$ cat src/rtl/zero_scan_ctrl.sv
// Zero detector for a wide operand that reuses one C-bit zero_check, scanning one chunk per cycle.
// Optional macro ZERO_SCAN_EARLY_EXIT_EN stops the scan at the first nonzero chunk.

module zero_check #(
    parameter int N = 32
) (
    input  logic [N-1:0] a,
    output logic         zero,
    output logic         nzero
);
    assign nzero = |a;
    assign zero  = ~nzero;
endmodule

module zero_scan_ctrl #(
    parameter  int W   = 128,
    parameter  int C   = 32,
    localparam int NCH = W / C,
    localparam int IW  = $clog2(NCH)
) (
    input  logic          clk,
    input  logic          reset,
    input  logic          in_valid,
    output logic          in_ready,
    input  logic [W-1:0]  in_data,
    output logic          out_valid,
    input  logic          out_ready,
    output logic          out_zero,
    output logic          out_nzero,
    output logic [IW-1:0] out_idx,
    output logic          busy
);

    generate
        if ((W % C) != 0 || NCH < 2) begin : g_bad_params
            $fatal(1, "zero_scan_ctrl: W must be a multiple of C with at least two chunks");
        end
    endgenerate

`ifdef ZERO_SCAN_EARLY_EXIT_EN
    localparam bit EARLY = 1'b1;
`else
    localparam bit EARLY = 1'b0;
`endif

    localparam logic [IW-1:0] LAST = IW'(NCH - 1);

    typedef enum logic [1:0] {IDLE, SCAN, DONE} state_t;

    state_t        state, next_state;
    logic [W-1:0]  data_reg;
    logic [IW-1:0] cnt;
    logic [IW-1:0] idx;
    logic          found;
    logic          result_zero;
    logic [C-1:0]  chunks [NCH];
    logic [C-1:0]  chunk;
    logic          chk_zero;
    logic          chk_nzero;
    logic          terminate;

    always_comb begin
        for (int k = 0; k < NCH; k++) begin
            chunks[k] = data_reg[k*C +: C];
        end
    end

    assign chunk = chunks[cnt];

    zero_check #(.N(C)) u_chk (
        .a     (chunk),
        .zero  (chk_zero),
        .nzero (chk_nzero)
    );

    assign terminate = (cnt == LAST) || (EARLY && chk_nzero);

    always_ff @(posedge clk or posedge reset) begin
        if (reset) begin
            state <= IDLE;
        end else begin
            state <= next_state;
        end
    end

    // Outputs fall back to the idle values (zero reported, index 0) outside DONE
    always_comb begin
        next_state = state;
        in_ready   = 1'b0;
        out_valid  = 1'b0;
        out_zero   = 1'b1;
        out_nzero  = 1'b0;
        out_idx    = '0;
        busy       = (state != IDLE);
        case (state)
            IDLE: begin
                in_ready = 1'b1;
                if (in_valid) begin
                    next_state = SCAN;
                end
            end
            SCAN: begin
                if (terminate) begin
                    next_state = DONE;
                end
            end
            DONE: begin
                out_valid = 1'b1;
                out_zero  = result_zero;
                out_nzero = ~result_zero;
                out_idx   = idx;
                if (out_ready) begin
                    next_state = IDLE;
                end
            end
            default: next_state = IDLE;
        endcase
    end

    // idx keeps only the first nonzero chunk, so it stays 0 for an all-zero operand
    always_ff @(posedge clk or posedge reset) begin
        if (reset) begin
            data_reg    <= '0;
            cnt         <= '0;
            idx         <= '0;
            found       <= 1'b0;
            result_zero <= 1'b1;
        end else begin
            case (state)
                IDLE: begin
                    if (in_valid) begin
                        data_reg <= in_data;
                        cnt      <= '0;
                        idx      <= '0;
                        found    <= 1'b0;
                    end
                end
                SCAN: begin
                    if (chk_nzero && !found) begin
                        found <= 1'b1;
                        idx   <= cnt;
                    end
                    if (terminate) begin
                        result_zero <= ~found & chk_zero;
                    end else begin
                        cnt <= cnt + 1'b1;
                    end
                end
                default: ;
            endcase
        end
    end

endmodule

$ cat config.mk
export PLATFORM = sky130hd
export DESIGN_NAME = zero_scan_ctrl
export DESIGN_NICKNAME = d
export VERILOG_FILES = /design/src/rtl/zero_scan_ctrl.sv
export SDC_FILE = /design/constraint.sdc
export NUM_CORES = 1
export LEC_CHECK = 0
export ABC_AREA = 1
export CAP_MARGIN = 20
export CORE_MARGIN = 5
export CORE_UTILIZATION = 45
export DETAILED_ROUTE_END_ITERATION = 10
export PLACE_DENSITY = 0.85
export REMOVE_ABC_BUFFERS = 1
export SETUP_SLACK_MARGIN = 0.05
export SYNTH_ARGS = -nofsm -noshare
export SYNTH_HDL_FRONTEND = slang
export SYNTH_SLANG_ARGS = --single-unit
$ cat constraint.sdc
create_clock -name clk -period 4.6 [get_ports clk]
set_input_delay 0.92 -clock clk [delete_from_list [all_inputs] [get_ports clk]]
set_output_delay 0.92 -clock clk [all_outputs]
set_load 0.01 [all_outputs]
==> flow_summary.html <==
<table>
<tr><th>Metric</th><th>Value</th></tr>
<tr><th colspan="2">Run status</th></tr>
<tr><td>Run status</td><td>finished clean</td></tr>
<tr><th colspan="2">Synthesis</th></tr>
<tr><td>Number of standard cells after synthesis</td><td>710</td></tr>
<tr><td>Fraction of registers with async set or reset after synthesis</td><td>1.00</td></tr>
<tr><td>Post-Syn Area</td><td>5790 sq um</td></tr>
<tr><td>Register area share after synthesis</td><td>0.588</td></tr>
<tr><td>Ys flop type</td><td>dfrtp_1</td></tr>
<tr><td>Largest cells by area after synthesis</td><td>dfrtp_1 (58%), nand2_1 (22%), o21ai_0 (4.1%), nor2_1 (4.0%), inv_1 (3.5%)</td></tr>
<tr><td>Post-synth top area cell</td><td>dfrtp_1</td></tr>
<tr><td>#FFs+latches synth</td><td>136</td></tr>
<tr><td>Number of synthesized flops with an enable pin</td><td>0</td></tr>
<tr><td>Syn. warnings</td><td>0</td></tr>
<tr><td>Area fraction of the dominant cell type after synthesis</td><td>0.583</td></tr>
<tr><td>Top-count cell post-synth</td><td>nand2_1</td></tr>
<tr><td>Synth unique cells</td><td>25</td></tr>
<tr><td>Average size of a mapped cell</td><td>8.16 sq um</td></tr>
<tr><td>Top cell types by occurrence after synthesis</td><td>nand2_1 (343), dfrtp_1 (135), nor2_1 (62)</td></tr>
<tr><th colspan="2">Clock tree</th></tr>
<tr><td>Post-cts resize count</td><td>0</td></tr>
<tr><td>Clock net sink count</td><td>136</td></tr>
<tr><td>Clock tree from TritonCTS</td><td>yes</td></tr>
<tr><td>Quantity of hold-fixing buffers added after cts</td><td>0</td></tr>
<tr><td>Clock buffer depth</td><td>2</td></tr>
<tr><td>Clock edge transition at the registers on the reported setup and hold paths</td><td>0.05 ns</td></tr>
<tr><td>Clock latency of the later-clocked register in the worst-skew pair</td><td>0.41 ns</td></tr>
<tr><td>Number of H-tree branching levels</td><td>4</td></tr>
<tr><td>Buffers inserted during post-CTS setup optimization</td><td>0</td></tr>
<tr><td>Root cell of the clock tree</td><td>clkbuf_16</td></tr>
<tr><td>TritonCTS Buffers</td><td>17</td></tr>
<tr><th colspan="2">STA</th></tr>
<tr><td>Max frequency</td><td>0.350 GHz</td></tr>
<tr><td>Hold Violations, Final</td><td>0</td></tr>
<tr><td>Final setup violation count</td><td>0</td></tr>
<tr><td>Worst slew pin tran</td><td>0.940 ns</td></tr>
<tr><td>Final worst-path cycle share</td><td>0.621</td></tr>
<tr><td>Setup repair after global routing missed its margin</td><td>no</td></tr>
<tr><td>Clock Skew</td><td>0.0116 ns</td></tr>
<tr><td>Total Negative Setup Slacks</td><td>0 ns</td></tr>
<tr><td>Worst-case headroom to the max-slew limit</td><td>0.373</td></tr>
<tr><td>Number of max-slew violations in the final report</td><td>0</td></tr>
<tr><td>Final period demand of the worst path</td><td>2.86 ns</td></tr>
<tr><th colspan="2">Pwr</th></tr>
<tr><td>Switching part of the total</td><td>0.335</td></tr>
<tr><td>Share of total power in combinational logic</td><td>0.294</td></tr>
<tr><td>Relative contribution of sequential cells to total power</td><td>0.434</td></tr>
<tr><td>Clock network fraction of design power</td><td>0.272</td></tr>
<tr><td>Total leakage power</td><td>3.90 nW</td></tr>
<tr><td>Net switching power of the design</td><td>0.00158 W</td></tr>
<tr><td>Worst IR drop on VDD</td><td>0.000288 V</td></tr>
<tr><td>Power density relative to cell area</td><td>603 nW/um^2</td></tr>
<tr><td>Cell-internal power</td><td>0.00314 W</td></tr>
<tr><th colspan="2">Cells and area</th></tr>
<tr><td>Largest register FFs</td><td>128</td></tr>
<tr><td>Total non-filler cell area in the finished layout</td><td>7850 sq um</td></tr>
<tr><td>Final antenna diode count</td><td>0</td></tr>
<tr><td>Layout fillers</td><td>1078</td></tr>
<tr><td>Fraction of final layout cells with drive strength greater than 1</td><td>0.0572</td></tr>
<tr><td>Final Net Count</td><td>977</td></tr>
<tr><td>Area growth from synthesis to final layout</td><td>35.5%</td></tr>
<tr><th colspan="2">Route</th></tr>
<tr><td>Count of routing violations after the opening detailed-route iteration</td><td>324</td></tr>
<tr><td>Length of the first detailed-routing pass in iterations</td><td>4</td></tr>
<tr><td>Detailed-route vias per instance</td><td>4.57</td></tr>
<tr><td>Routed WL</td><td>13100 microns</td></tr>
<tr><td>Post-detailed-route count of antenna-violating nets</td><td>0</td></tr>
<tr><td>Overall via count from detail_route</td><td>4700</td></tr>
<tr><td>Routed length per placed instance</td><td>12.8 microns</td></tr>
<tr><td>Count of unresolved DRC violations after routing</td><td>0</td></tr>
<tr><th colspan="2">Placement</th></tr>
<tr><td>Final weighted congestion of routability-driven global placement</td><td>0.784</td></tr>
<tr><td>Total half-perimeter wirelength after legalization and detailed placement</td><td>9280 microns</td></tr>
<tr><td>Area after detailed placement</td><td>7270 sq um</td></tr>
<tr><td>Count of buffers inserted at the top-level ports</td><td>138</td></tr>
<tr><th colspan="2">Die</th></tr>
<tr><td># IOs</td><td>139</td></tr>
<tr><td>Total die area</td><td>15200 sq um</td></tr>
<tr><td>Effective utilization at floorplan</td><td>0.459</td></tr>
<tr><td>Area inside the core boundary</td><td>12600 sq um</td></tr>
<tr><td>Die outline height</td><td>123 microns</td></tr>
<tr><td>Std-Cell Rows</td><td>41</td></tr>
<tr><td>Die extent in x</td><td>123 microns</td></tr>
<tr><th colspan="2">GRT</th></tr>
<tr><td>Global-route usage over all layers</td><td>0.185</td></tr>
<tr><td>Final global-route overflow total</td><td>0</td></tr>
<tr><td>Initial antenna violation count</td><td>0</td></tr>
<tr><td>Maximum number of pins on one net before global-route repair</td><td>91</td></tr>
<tr><td>Number of global-route vias before repair</td><td>4606</td></tr>
<tr><td>Global-route wire length before repair</td><td>21600 microns</td></tr>
<tr><th colspan="2">Critical path</th></tr>
<tr><td>Peak fanout along the critical path</td><td>57</td></tr>
<tr><td>CP required</td><td>4.89 ns</td></tr>
<tr><td>Depth of the worst register-to-register path</td><td>7</td></tr>
<tr><td>Nature of the critical path startpoint</td><td>input port</td></tr>
<tr><td>WP data arrival</td><td>3.15 ns</td></tr>
<tr><td>Type of the worst setup path</td><td>input port to flop</td></tr>
<tr><td>Critical path endpoint category</td><td>flop</td></tr>
<tr><th colspan="2">Run</th></tr>
<tr><td>Total of max-cap violations</td><td>0</td></tr>
<tr><th colspan="2">Worst hold path</th></tr>
<tr><td>Hold path depth</td><td>2</td></tr>
<tr><td>Min-Delay Path Class</td><td>flop to flop</td></tr>
</table>
[worst max-delay path, stage by stage]
cell and delay (ns):
clkdlybuf4s50_1 0.46, inv_1 0.10, nor2_8 0.51, inv_2 0.55
buf_4 0.41, nand2_1 0.10, nand2_1 0.06
[metal layers]
layer | global-route usage | vias to the layer above | share of wire
li1 | - | 2417 | -
met1 | 0.235 | 2167 | 0.44
met2 | 0.298 | 101 | 0.50
met3 | 0.0586 | 15 | 0.051
met4 | 0.0651 | 0 | 0.012
met5 | 0 | - | 0
[metrics by stage]
step,std cells,util,hold WS [ns],worst slack (ns),power [W]
after floorplan,682,-,0.441,0.0422,0.00298
after global placement,997,0.576,0.454,1.38,0.00338
after detailed placement,997,0.576,0.459,1.29,0.00347
after CTS,1028,0.622,0.473,1.74,0.00479
after global routing,1028,0.622,0.484,1.53,0.00513
final,1028,0.622,0.468,1.74,0.00473
[cell usage in the layout (no fill, tap or decap)]
cell             count
a21oi_1              1
a21oi_2              1
and2_2               1
buf_4                5
clkbuf_1             4
clkbuf_16           17
clkbuf_8            10
clkdlybuf4s50_1    138
dfrtp_1            135
dfstp_2              1
ha_1                 1
inv_1               53
inv_2                2
inv_4                1
inv_6                1
nand2_1            343
nand2_2              3
nand3_1             13
nand3_2              4
nand4_1              4
nor2_1              62
nor2_2               1
nor2_4               1
nor2_8               1
nor3_1               5
o21ai_0             47
o22ai_1              1
[power groups by stage]
stage / Combinational [W] / Sequential, W / Clock (W)
2_1_floorplan: 0.00100 / 0.00198 / 0
3_3_place_gp: 0.00134 / 0.00204 / 0
3_5_place_dp: 0.00141 / 0.00206 / 0
4_1_cts: 0.00142 / 0.00206 / 0.00131
5_1_grt: 0.00163 / 0.00212 / 0.00137
6_report: 0.00139 / 0.00205 / 0.00129
[worst paths after layout]
check / slack [ns] / to / start
max: 1.74 / data_reg[54] / in_valid
min: 0.47 / data_reg[61] / data_reg[61]
max reg2reg: 2.20 / data_reg[54] / state[1]
min reg2reg: 0.47 / data_reg[61] / data_reg[61]
max in group asynchronous: 2.69 / data_reg[32] / reset
min in group asynchronous: 1.05 / data_reg[104] / reset
[cells by family (layout without fill, tap and decap cells)]
family | Yosys count | count (layout) | synth area share
AO/OA/AOI/OAI | 50 | 50 | 0.0441
AND/OR/NAND/NOR | 438 | 438 | 0.300
flip-flops | 136 | 136 | 0.588
adder cells (fa/ha/maj) | 1 | 1 | 0.00216
buffers and inverters | 85 | 231 | 0.0657
[cell type report]
cell class | count | area (sq um) | share of cell area
sequential | 136 | 3400 | 0.434
tap | 172 | 215 | 0.0274
inverter | 57 | 221 | 0.0282
multi-input combinational | 489 | 2010 | 0.256
clock buffer | 31 | 578 | 0.0737
timing repair buffer | 143 | 1420 | 0.181
Power figures use the tool's default switching activity.
